## config.mk

```make
export PLATFORM = sky130hd
export DESIGN_NAME = fx_arb
export DESIGN_NICKNAME = d
export VERILOG_FILES = /design/src/rtl/fx_pkg.sv /design/src/rtl/fx_arb_slot.sv /design/src/rtl/fx_arb.sv
export SDC_FILE = /design/constraint.sdc
export NUM_CORES = 1
export LEC_CHECK = 0
export ABC_AREA = 0
export ABC_CLOCK_PERIOD_IN_PS = 3030
export CAP_MARGIN = 20
export CORE_MARGIN = 2
export CORE_UTILIZATION = 48
export CTS_BUF_LIST = sky130_fd_sc_hd__clkbuf_4
export DETAILED_ROUTE_END_ITERATION = 12
export PLACE_DENSITY = 0.82
export SYNTH_ARGS = -nofsm -noshare
export SYNTH_HDL_FRONTEND = slang
export SYNTH_SLANG_ARGS = --single-unit
```

## constraint.sdc

```tcl
create_clock -name clk_sys -period 3.03 [get_ports clk_sys]
set_input_delay 0.606 -clock clk_sys [delete_from_list [all_inputs] [get_ports clk_sys]]
set_output_delay 0.606 -clock clk_sys [all_outputs]
set_load 0.02 [all_outputs]
```

## src/rtl/fx_pkg.sv

```systemverilog
// Shared types for the two-master fx bus arbiter: FSM state, slot op and slot contents.
package fx_pkg;

    localparam int FX_AW = 22;
    localparam int FX_DW = 8;

    typedef enum logic [2:0] {
        IDLE,
        WR,
        RD,
        WAIT,
        RET
    } fx_arb_st_t;

    typedef enum logic {
        OP_WR = 1'b0,
        OP_RD = 1'b1
    } fx_op_t;

    // Slot storage is sized by the package widths; the arbiter ports cast into it.
    typedef struct packed {
        fx_op_t                 op;
        logic [FX_AW-1:0]       addr;
        logic [FX_DW-1:0]       data;
        logic                   vld;
    } fx_slot_t;

endpackage

```

## src/rtl/fx_arb_slot.sv

```systemverilog
// One-deep request holding slot for a single master: capture, busy, overflow and
// the write-over-read rule. Cleared by the arbiter FSM when the slot is granted.
module fx_arb_slot
    import fx_pkg::*;
#(
    parameter int AW = FX_AW,
    parameter int DW = FX_DW
) (
    input  logic          clk_sys,
    input  logic          rst,
    input  logic          i_wr,
    input  logic [AW-1:0] i_waddr,
    input  logic [DW-1:0] i_data,
    input  logic          i_rd,
    input  logic [AW-1:0] i_raddr,
    input  logic          i_clr,
    output fx_slot_t      o_slot,
    output logic          o_busy,
    output logic          o_ovf
);

    fx_slot_t r_slot;
    logic     r_ovf;
    logic     w_req;

    assign w_req = i_wr | i_rd;

    // Busy is the registered valid bit, so a request in the release cycle is still dropped.
    // NOTE: sequential state uses <= so every flop samples pre-edge values regardless of block order.
    always_ff @(posedge clk_sys) begin
        if (rst) begin
            r_slot <= '0;
            r_ovf  <= 1'b0;
        end else begin
            r_ovf <= (w_req && r_slot.vld) || (i_wr && i_rd);
            if (r_slot.vld) begin
                if (i_clr) begin
                    r_slot.vld <= 1'b0;
                end
            end else if (w_req) begin
                r_slot.op   <= i_wr ? OP_WR : OP_RD;
                r_slot.addr <= FX_AW'(i_wr ? i_waddr : i_raddr);
                r_slot.data <= FX_DW'(i_data);
                r_slot.vld  <= 1'b1;
            end
        end
    end

    assign o_slot = r_slot;
    assign o_busy = r_slot.vld;
    assign o_ovf  = r_ovf;

endmodule

```

## src/rtl/fx_arb.sv

```systemverilog
// Two-master fx bus arbiter: serialises master slots onto one fx bus and routes read data back.
// Define FX_ARB_RR_EN for round-robin arbitration; default is fixed priority m0 over m1.
module fx_arb
    import fx_pkg::*;
#(
    parameter int AW     = FX_AW,
    parameter int DW     = FX_DW,
    parameter int RD_LAT = 1
) (
    input  logic          clk_sys,
    input  logic          rst,
    input  logic          m0_wr,
    input  logic [AW-1:0] m0_waddr,
    input  logic [DW-1:0] m0_data,
    input  logic          m0_rd,
    input  logic [AW-1:0] m0_raddr,
    output logic [DW-1:0] m0_q,
    output logic          m0_qvld,
    output logic          m0_busy,
    output logic          m0_ovf,
    input  logic          m1_wr,
    input  logic [AW-1:0] m1_waddr,
    input  logic [DW-1:0] m1_data,
    input  logic          m1_rd,
    input  logic [AW-1:0] m1_raddr,
    output logic [DW-1:0] m1_q,
    output logic          m1_qvld,
    output logic          m1_busy,
    output logic          m1_ovf,
    output logic          fx_wr,
    output logic [AW-1:0] fx_waddr,
    output logic [DW-1:0] fx_data,
    output logic          fx_rd,
    output logic [AW-1:0] fx_raddr,
    input  logic [DW-1:0] fx_q
);

    localparam logic [2:0] LAT_LOAD = 3'(RD_LAT - 1);

    fx_arb_st_t    r_state;
    fx_arb_st_t    w_next;
    fx_slot_t      w_slot0;
    fx_slot_t      w_slot1;
    fx_slot_t      w_gslot;
    logic          w_sel;
    logic          w_grant;
    logic          r_owner;
    logic [2:0]    r_cnt;
    logic [AW-1:0] r_waddr;
    logic [DW-1:0] r_wdata;
    logic [AW-1:0] r_raddr;
    logic [DW-1:0] r_q0;
    logic [DW-1:0] r_q1;

    fx_arb_slot #(.AW(AW), .DW(DW)) u_slot0 (
        .clk_sys (clk_sys),
        .rst     (rst),
        .i_wr    (m0_wr),
        .i_waddr (m0_waddr),
        .i_data  (m0_data),
        .i_rd    (m0_rd),
        .i_raddr (m0_raddr),
        .i_clr   (w_grant && !w_sel),
        .o_slot  (w_slot0),
        .o_busy  (m0_busy),
        .o_ovf   (m0_ovf)
    );

    fx_arb_slot #(.AW(AW), .DW(DW)) u_slot1 (
        .clk_sys (clk_sys),
        .rst     (rst),
        .i_wr    (m1_wr),
        .i_waddr (m1_waddr),
        .i_data  (m1_data),
        .i_rd    (m1_rd),
        .i_raddr (m1_raddr),
        .i_clr   (w_grant && w_sel),
        .o_slot  (w_slot1),
        .o_busy  (m1_busy),
        .o_ovf   (m1_ovf)
    );

`ifdef FX_ARB_RR_EN
    logic r_last;

    // On contention grant the master that was not served last; otherwise whoever is valid.
    assign w_sel = (w_slot0.vld && w_slot1.vld) ? ~r_last : ~w_slot0.vld;

    always_ff @(posedge clk_sys) begin
        if (rst) begin
            r_last <= 1'b1;
        end else if (w_grant) begin
            r_last <= w_sel;
        end
    end
`else
    assign w_sel = ~w_slot0.vld;
`endif

    assign w_grant = (r_state == IDLE) && (w_slot0.vld || w_slot1.vld);
    assign w_gslot = w_sel ? w_slot1 : w_slot0;

    always_ff @(posedge clk_sys) begin
        if (rst) begin
            r_state <= IDLE;
        end else begin
            r_state <= w_next;
        end
    end

    // NOTE: the default assignment before the case keeps this block free of inferred latches.
    always_comb begin
        w_next = r_state;
        case (r_state)
            IDLE: begin
                if (w_grant) begin
                    w_next = (w_gslot.op == OP_WR) ? WR : RD;
                end
            end
            WR:      w_next = IDLE;
            RD:      w_next = WAIT;
            WAIT:    w_next = (r_cnt == 3'd0) ? RET : WAIT;
            RET:     w_next = IDLE;
            default: w_next = IDLE;
        endcase
    end

    always_comb begin
        fx_wr   = 1'b0;
        fx_rd   = 1'b0;
        m0_qvld = 1'b0;
        m1_qvld = 1'b0;
        case (r_state)
            WR:      fx_wr = 1'b1;
            RD:      fx_rd = 1'b1;
            RET: begin
                m0_qvld = ~r_owner;
                m1_qvld = r_owner;
            end
            default: ;
        endcase
    end

    // Address/data registers only move on a grant of their own op, so they hold between strobes.
    always_ff @(posedge clk_sys) begin
        if (rst) begin
            r_owner <= 1'b0;
            r_cnt   <= 3'd0;
            r_waddr <= '0;
            r_wdata <= '0;
            r_raddr <= '0;
            r_q0    <= '0;
            r_q1    <= '0;
        end else begin
            if (w_grant) begin
                r_owner <= w_sel;
                if (w_gslot.op == OP_WR) begin
                    r_waddr <= AW'(w_gslot.addr);
                    r_wdata <= DW'(w_gslot.data);
                end else begin
                    r_raddr <= AW'(w_gslot.addr);
                end
            end
            if (r_state == RD) begin
                r_cnt <= LAT_LOAD;
            end else if (r_state == WAIT && r_cnt != 3'd0) begin
                r_cnt <= r_cnt - 3'd1;
            end
            if (r_state == WAIT && r_cnt == 3'd0) begin
                if (r_owner) begin
                    r_q1 <= fx_q;
                end else begin
                    r_q0 <= fx_q;
                end
            end
        end
    end

    assign fx_waddr = r_waddr;
    assign fx_data  = r_wdata;
    assign fx_raddr = r_raddr;
    assign m0_q     = r_q0;
    assign m1_q     = r_q1;

endmodule

```

==> results of run 1 <==
==> cells in the mapped netlist, types with 7 or more instances <==
master    instances  share of area
a211oi_1         55          0.066
a21oi_1          26          0.021
a31oi_1          10          0.010
buf_2            21          0.017
buf_6             7          0.013
clkbuf_1         18          0.011
dfxtp_1         141           0.45
mux2i_1         135           0.22
nand2_1          37          0.022
nand2b_1         70          0.070
nor2_1           46          0.027
or2_2            22          0.022
==> power by group through the flow <==
stage,clock network (mW),logic [mW],registers [mW]
CTS,1.24,0.971,2.10
global placement,0,0.939,2.14
detailed placement,0,0.964,2.15
global route,1.31,1.04,2.12
floorplan,0,0.525,2.18
finish,1.22,0.966,2.10
==> metal layers <==
| metal | vias to the layer above | wire [um] | track usage |
|---|---|---|---|
| met4 | 0 | 217 | 0.0640 |
| met1 | 2372 | 7060 | 0.291 |
| met2 | 183 | 7920 | 0.385 |
| met3 | 16 | 947 | 0.0502 |
| met5 | - | 0 | 0 |
| li1 | 2555 | - | - |
==> state kept, by name, summed over array words and instances (netlist names) <==
signal,flops
r_owner,1
r_state,3
fx_data,8
r_cnt,3
u_slot1.o_busy,1
m1_q,8
fx_waddr,22
m0_q,8
u_slot0.o_slot,31
u_slot1.o_ovf,1
u_slot1.o_slot,31
u_slot0.o_busy,1
u_slot0.o_ovf,1
fx_raddr,22
==> worst paths after layout <==
kind / start / endpoint / depth (start not counted)
setup reg to reg: u_slot0.o_busy / fx_raddr[8] / 4
hold / removal: u_slot1.o_slot[8] / u_slot1.o_slot[8] / 2
hold reg to reg: u_slot1.o_slot[8] / u_slot1.o_slot[8] / 2
setup / recovery: r_state[1] / fx_rd / 3
==> through the flow <==
step	hold slack [ps]	setup slack, ps	std cells	cell area (sq um)
2_1_floorplan	436	1230	631	6280
4_1_cts	469	104	985	8550
3_5_place_dp	452	699	956	8270
3_3_place_gp	444	739	956	8270
5_1_grt	486	27.5	986	8550
6_report	470	153	986	8550
==> worst max-delay path: cells and delay by family, from the launching register on <==
family                 cells  cell delay (ps)
buffers and inverters      2              660
DFF                        1              550
and+or+nand+nor            1              540
==> placed cells by master, fill, tap and decap left out, types with 17 or more instances in the layout <==
| master | synthesis | layout |
|---|---|---|
| clkbuf_4 | 0 | 17 |
| dfxtp_1 | 141 | 140 |
| a211oi_1 | 55 | 55 |
| nand2_1 | 37 | 37 |
| clkdlybuf4s50_1 | 0 | 191 |
| nor2_1 | 46 | 46 |
| a21oi_1 | 26 | 26 |
| nand2b_1 | 70 | 70 |
| or2_2 | 22 | 22 |
| mux2i_1 | 135 | 135 |
==> area by class of cell <==
class | count | area [sq um] | area share
clock buffers | 17 | 128 | 0.0149
well taps | 172 | 215 | 0.0252
diodes | 1 | 2.50 | 0.000293
clock inverters | 12 | 150 | 0.0176
repair buffers | 203 | 2050 | 0.240
inverters | 6 | 22.5 | 0.00263
multi-input cells | 434 | 3160 | 0.369
flip-flops and latches | 141 | 2820 | 0.330
==> kinds of logic (layout without fill, tap and decap cells) <==
family	Yosys count	count (layout)	synth area share
simple gates	193	193	0.172
other cells	0	1	0
compound gates	103	103	0.110
mux	136	136	0.217
fa+ha+maj	2	2	0.00398
flops	141	141	0.449
buf+inv	56	238	0.0478
==> metrics.txt, run 1 <==
first-pass GRT wire length=25400 um; Slew HR=0.520; fin. max-slew vios=0; Worst-path clk slew=roughly 120 ps; Yosys warnings=0; Syn Std Cell Area=~0.0063 sq mm; antenna-violating nets left=0; Syn Inst Count=631; Reg power frac=0.491; worst slew pin tran=approximately 700 ps; detailed placer's ending HPWL=12000 um; Cell variety after synth=36; final wirelength=16100 um; Worst path max stage delay=590 ps; Clk Latency, worst-skew pair=520 ps; max-cap violation count=0; die span in y=roughly 120 um; CTS resizes=0; largest net degree at the start of global routing=75; DR iter-0 viols=322; Leak Pwr=between 3 and 4 nW; register bit total from synthesis=141; WP data arrival=2270 ps; gr ovfl total=0; die extent in x=about 120 um; Critical Path, Cell by Cell=or3b_2 > inv_1 > clkdlybuf4s50_1; Post-CTS Setup Inserts=0; Pwr per Cell Area=501 mW/mm^2; GP Congestion=0.782; Comb power frac=0.225; clock network fraction of total power=0.284; synthesized area per cell=9.95 sq um; syn_nets=between 700 and 800; Min-Delay Path Class=flip-flop to flip-flop; CTS Sinks=141; number of global-route vias before repair=4986; Finished Core Util=0.672; drt pass-1 iters=5; clock skew=20.7 ps; CP Data Required Time=2420 ps; Switch Pwr=between 1 and 1.5 mW; Initial Util=0.494; CTS max path bufs=2; cell-internal power=~3.0 mW; final-report setup violation count=0; Ports=just under 200; detailed-route via count=5126; layout cells sized above 1=0.0923; TritonCTS clock tree=done; hold buffers post-CTS=0; initial antenna violation count=1; Post-synth EDFFs=0; minimum clock period=between 2000 and 3000 ps; WL/cell=about 16 um; CTS H-tree depth=4; PortBufs=193; drt drc=0; Synth async-reset ratio=0; type of origin of the critical path=flip-flop; Power Total=around 4.3 mW; run status=finished clean; final hold viol count=0; RSZ-0062 raised after global routing=no; row cnt=41; Fin Setup TNS=0 ps; peak supply drop=0.289 mV; critical path class=flip-flop to output pin; die footprint=0.0140 sq mm; switching share of power=0.289; Crit Path Max Fanout=9; area growth from synthesis to layout=36.1%; clock buffer count from CTS=17; vias per cell=5.20; post-synthesis sequential area ratio=0.449; Layout Nets=923; CORE AREA=roughly 0.013 sq mm; f_max=348 MHz; r2r setup slk=around 1100 ps; GR Util All Layers=0.227; Synth Flop Type=dfxtp_1; Critical Path Sink Type=output pin; Filler Cells Inserted=1036; Slowest-stage cell, CP=clkdlybuf4s50_1; Root Buffer=clkbuf_4; Final period util=0.949
(Power assumes the default switching activity.)
==> inputs of run 2 (changes only) <==
Settings changed: CORE_UTILIZATION 48 to 45, PLACE_DENSITY 0.82 to 0.77.
==> metrics.txt, run 2 (synthesis results as in run 1) <==
type of origin of the critical path=flip-flop; area growth from synthesis to layout=34.7%; FF/Latch Area=0.00283 sq mm (about the same); Clk Latency, worst-skew pair=540 ps (+20 ps); final-report setup violation count=0 (unchanged); Filler Cells Inserted=1193 (+15%); largest net degree at the start of global routing=88 (+17%); Root Buffer=clkbuf_4; Initial Util=0.456 (-0.0377); PortBufs=193 (unchanged); max-cap violation count=0 (unchanged); initial antenna violation count=1 (unchanged); final hold viol count=0 (unchanged); row cnt=43 (+4.9%); Final period util=0.926 (-0.0230); peak supply drop=0.245 mV (-15%); WL/cell=16.2 um (-1.3%); TritonCTS clock tree=done; Ports=194 (unchanged); Slew HR=0.531 (+0.0111); first-pass GRT wire length=24600 um (-3.4%); detailed placer's ending HPWL=11800 um (-1.7%); DR iter-0 viols=304 (-5.6%); detailed-route via count=5101 (-0.49%); antenna-violating nets left=0 (unchanged); CP Data Required Time=2420 ps (about the same); die extent in x=122 um (+3.2%); gr ovfl total=0 (unchanged); fin. max-slew vios=0 (unchanged); multi-input logic area=0.00316 sq mm (unchanged); RSZ-0062 raised after global routing=no; GR Util All Layers=0.215 (-0.0124); Crit Path Max Fanout=9 (unchanged); Min-Delay Path Class=flip-flop to flip-flop; final wirelength=16000 um (-0.63%); number of global-route vias before repair=4888 (-2.0%); minimum clock period=2810 ps (-69.6 ps); Power Total=4.04 mW (-5.8%); clock buffer count from CTS=17 (unchanged); Cells after DPL=962 (+0.63%); f_max=356 MHz (+2.5%); GP Congestion=0.792 (+1.3%); Critical Path Sink Type=output pin; CTS max path bufs=2 (unchanged); vias per cell=5.14 (-1.2%); hold buffers post-CTS=0 (unchanged); die footprint=0.0149 sq mm (+6.4%); Fin Setup TNS=0 ps (unchanged); Layout Cells excl Fill=993 (+0.71%); CTS H-tree depth=4 (unchanged); Worst-path clk slew=100 ps (-20 ps); clock skew=11.2 ps (-9.53 ps); worst slew pin tran=703 ps (-15.2 ps); critical path class=flip-flop to output pin; drt drc=0 (unchanged); Layout Nets=921 (-0.22%); most common cell after layout, fill and taps aside=clkdlybuf4s50_1; run status=finished clean; CORE AREA=0.0138 sq mm (+8.3%); WP data arrival=2200 ps (-70 ps); Leak Pwr=3.45 nW (-1.0%); Pwr per Cell Area=477 mW/mm^2 (-4.8%); die span in y=122 um (+3.2%); commonest non-fill, non-tap cells in the layout=clkdlybuf4s50_1, dfxtp_1, mux2i_1; layout cells sized above 1=0.0887 (-0.00358); drt pass-1 iters=5 (unchanged); CTS Sinks=141 (unchanged)
## run 2: layout make-up
| cell class | instances | share of cell area |
|---|---|---|
| antenna | 1 | 0.000296 |
| tap | 180 | 0.0266 |
| multi-input combinational | 434 | 0.373 |
| sequential | 141 | 0.334 |
| timing repair buffer | 201 | 0.239 |
| inverter | 6 | 0.00266 |
| clock buffer | 25 | 0.0222 |
| clock inverter | 5 | 0.00237 |
## run 2: worst paths after layout
check	end	startpoint	slack, ps	depth (start not counted)
max	fx_rd	r_state[0]	220	3
min reg2reg	u_slot1.o_slot[7]	u_slot1.o_slot[7]	460	2
min	u_slot1.o_slot[7]	u_slot1.o_slot[7]	460	2
max reg2reg	fx_waddr[12]	u_slot0.o_busy	830	3
## run 2: worst max-delay path, stage by stage (launching register included)
cell and delay [ps]:
dfxtp_1 430, or3b_2 560, inv_1 80, clkdlybuf4s50_1 590
## run 2: layer usage
| layer | vias up | share of wire | GRT usage |
|---|---|---|---|
| li1 | 2541 | - | - |
| met1 | 2374 | 0.45 | 0.276 |
| met2 | 155 | 0.47 | 0.338 |
| met3 | 31 | 0.059 | 0.0576 |
| met4 | 0 | 0.029 | 0.0955 |
| met5 | - | 0 | 0 |
## run 2: what timing repair did
action | 4_1_cts | 5_1_grt
gates resized for setup | 0 | 1
setup buffers | 0 | 0
endpoints found under the setup margin | 0 | 1
## run 2: metrics by stage
stage | cell area (sq um) | util | setup WS (ps) | hold WS (ps)
after floorplan | 6280 | - | 1230 | 436
final | 8460 | 0.614 | 223 | 462
after global routing | 8460 | 0.614 | 125 | 471
after detailed placement | 8250 | 0.599 | 703 | 449
after global placement | 8250 | 0.599 | 748 | 441
after CTS | 8460 | 0.614 | 82.3 | 460
## run 2: power by group
group	switching, mW	internal (mW)
registers	0.111	2.00
logic	0.456	0.489
clock network	0.605	0.377
total	1.17	2.87
==> inputs of run 3 (changes only) <==
==> constraint.sdc (replaced) <==
create_clock -name clk_sys -period 3.03 [get_ports clk_sys]
set_input_delay 0.303 -clock clk_sys [delete_from_list [all_inputs] [get_ports clk_sys]]
set_output_delay 0.303 -clock clk_sys [all_outputs]
set_load 0.02 [all_outputs]
==> metrics.txt, run 3 (synthesis results as in run 1) <==
run status=finished clean; Filler Cells Inserted=1193 (unchanged); largest net degree at the start of global routing=99 (+13%); Leak Pwr=3.47 nW (+0.62%); area growth from synthesis to layout=36.0%; Worst-path clk slew=120 ps (+20 ps); Critical Path Sink Type=output pin; GP Congestion=0.768 (-3.0%); fin. max-slew vios=0 (unchanged); CTS resizes=0 (unchanged); Reg power frac=0.497 (-0.026); Fin Setup TNS=0 ps (unchanged); TritonCTS clock tree=done; Critical Path, Cell by Cell=or3b_2 > inv_1 > clkdlybuf4s50_1; PortBufs=193 (unchanged); final-report setup violation count=0 (unchanged); Min-Delay Path Class=primary input to flip-flop; Initial Util=0.456 (unchanged); f_max=384 MHz (+7.7%); CORE AREA=0.0138 sq mm (unchanged); number of global-route vias before repair=5085 (+4.0%); drt drc=0 (unchanged); clock skew=17.8 ps (+6.61 ps); clock buffer count from CTS=17 (unchanged); Layout Nets=924 (+0.33%); cell-internal power=2.98 mW (+3.8%); Bufs and invs on worst path=2 (unchanged); drt pass-1 iters=4 (-1); layout cells sized above 1=0.0967 (+0.00803); hold_ws=235 ps (-227 ps); critical path class=flip-flop to output pin; Slew HR=0.504 (-0.0275); Crit Path Max Fanout=9 (unchanged); detailed placer's ending HPWL=12000 um (+1.2%); CP Data Required Time=2730 ps (+310 ps); CTS max path bufs=2 (unchanged); CP delay by family, top=buffers and inverters; CTS H-tree depth=4 (unchanged); RSZ-0062 raised after global routing=no; final hold viol count=0 (unchanged); Ports=194 (unchanged); hold buffers post-CTS=0 (unchanged); multi-input logic area=0.00316 sq mm (unchanged); die footprint=0.0149 sq mm (unchanged); Slowest-stage cell, CP=clkdlybuf4s50_1; first-pass GRT wire length=25500 um (+3.7%); row cnt=43 (unchanged); initial antenna violation count=1 (unchanged); Clk Latency, worst-skew pair=520 ps (-20 ps); GR Util All Layers=0.219 (+0.00429); clock network fraction of total power=0.277 (+0.034); type of origin of the critical path=flip-flop; CTS Sinks=141 (unchanged); Switch Pwr=1.26 mW (+7.3%); Final period util=0.860 (-0.0661); worst slew pin tran=743 ps (+39.7 ps); Root Buffer=clkbuf_4; detailed-route via count=5124 (+0.45%); DR iter-0 viols=313 (+3.0%); antenna-violating nets left=0 (unchanged); Pwr per Cell Area=496 mW/mm^2 (+3.9%); final wirelength=16200 um (+1.3%); vias per cell=5.13 (about the same); Worst path max stage delay=600 ps (about the same); WL/cell=16.3 um (+0.78%); gr ovfl total=0 (unchanged); switching share of power=0.297 (+0.00681); WP data arrival=2300 ps (+100 ps); die span in y=122 um (unchanged); commonest non-fill, non-tap cells in the layout=clkdlybuf4s50_1, dfxtp_1, mux2i_1; minimum clock period=2610 ps (-200 ps); Post-CTS Setup Inserts=0 (unchanged); FF/Latch Area=0.00282 sq mm (about the same); peak supply drop=0.241 mV (-1.5%); max-cap violation count=0 (unchanged); Comb power frac=0.226 (-0.008); most common cell after layout, fill and taps aside=clkdlybuf4s50_1; die extent in x=122 um (unchanged)
-- run 3: cell types whose count changed in the layout (fill, tap and decap cells not counted), moves of 2 or more --
cell	previous run	this run
buf_4	6	10
bufinv_16	0	2
clkbuf_4	25	17
inv_6	0	2
clkinv_2	1	4
clkinv_1	4	1
clkinvlp_4	0	5
-- run 3: final cells by class --
cell class                 count  area share
multi-input combinational    434       0.370
antenna                        1    0.000293
inverter                       6     0.00264
clock inverter                15      0.0173
tap                          180      0.0264
clock buffer                  17      0.0149
timing repair buffer         204       0.238
sequential                   141       0.331
-- run 3: power groups by stage --
stage | Combinational [mW] | Clock [mW] | Sequential, mW
floorplan | 0.525 | 0 | 2.18
global placement | 0.934 | 0 | 2.14
detailed placement | 0.957 | 0 | 2.14
CTS | 0.961 | 1.21 | 2.10
global route | 1.03 | 1.28 | 2.12
finish | 0.958 | 1.17 | 2.10
-- run 3: tightest hold or removal path, delay by kind of cell --
kind,cells,cell delay (ps)
compound gates,2,200
buf+inv,1,210
-- run 3: final timing paths --
kind | from | endpoint | slack (ps) | depth (start not counted)
max reg2reg | u_slot0.o_busy | fx_waddr[2] | 940 | 5
max | r_state[1] | fx_rd | 420 | 3
min | m0_wr | u_slot0.o_ovf | 230 | 3
min reg2reg | u_slot0.o_slot[7] | u_slot0.o_slot[7] | 470 | 2
-- run 3: metal layers --
metal  global-route usage  vias up  part of all wire
li1                     -     2549                 -
met1                0.289     2408              0.45
met2                0.353      145              0.48
met3               0.0524       22             0.050
met4               0.0711        0             0.015
met5                    0        -                 0
-- run 3: per-stage QoR --
stage	cells	setup WS (ps)	power, mW	util	instance area [sq um]
after detailed placement	965	893	3.10	0.600	8260
after CTS	997	363	4.27	0.620	8540
after global placement	965	966	3.07	0.600	8260
final	998	423	4.23	0.620	8540
after floorplan	631	1530	2.71	-	6280
after global routing	998	314	4.44	0.620	8540
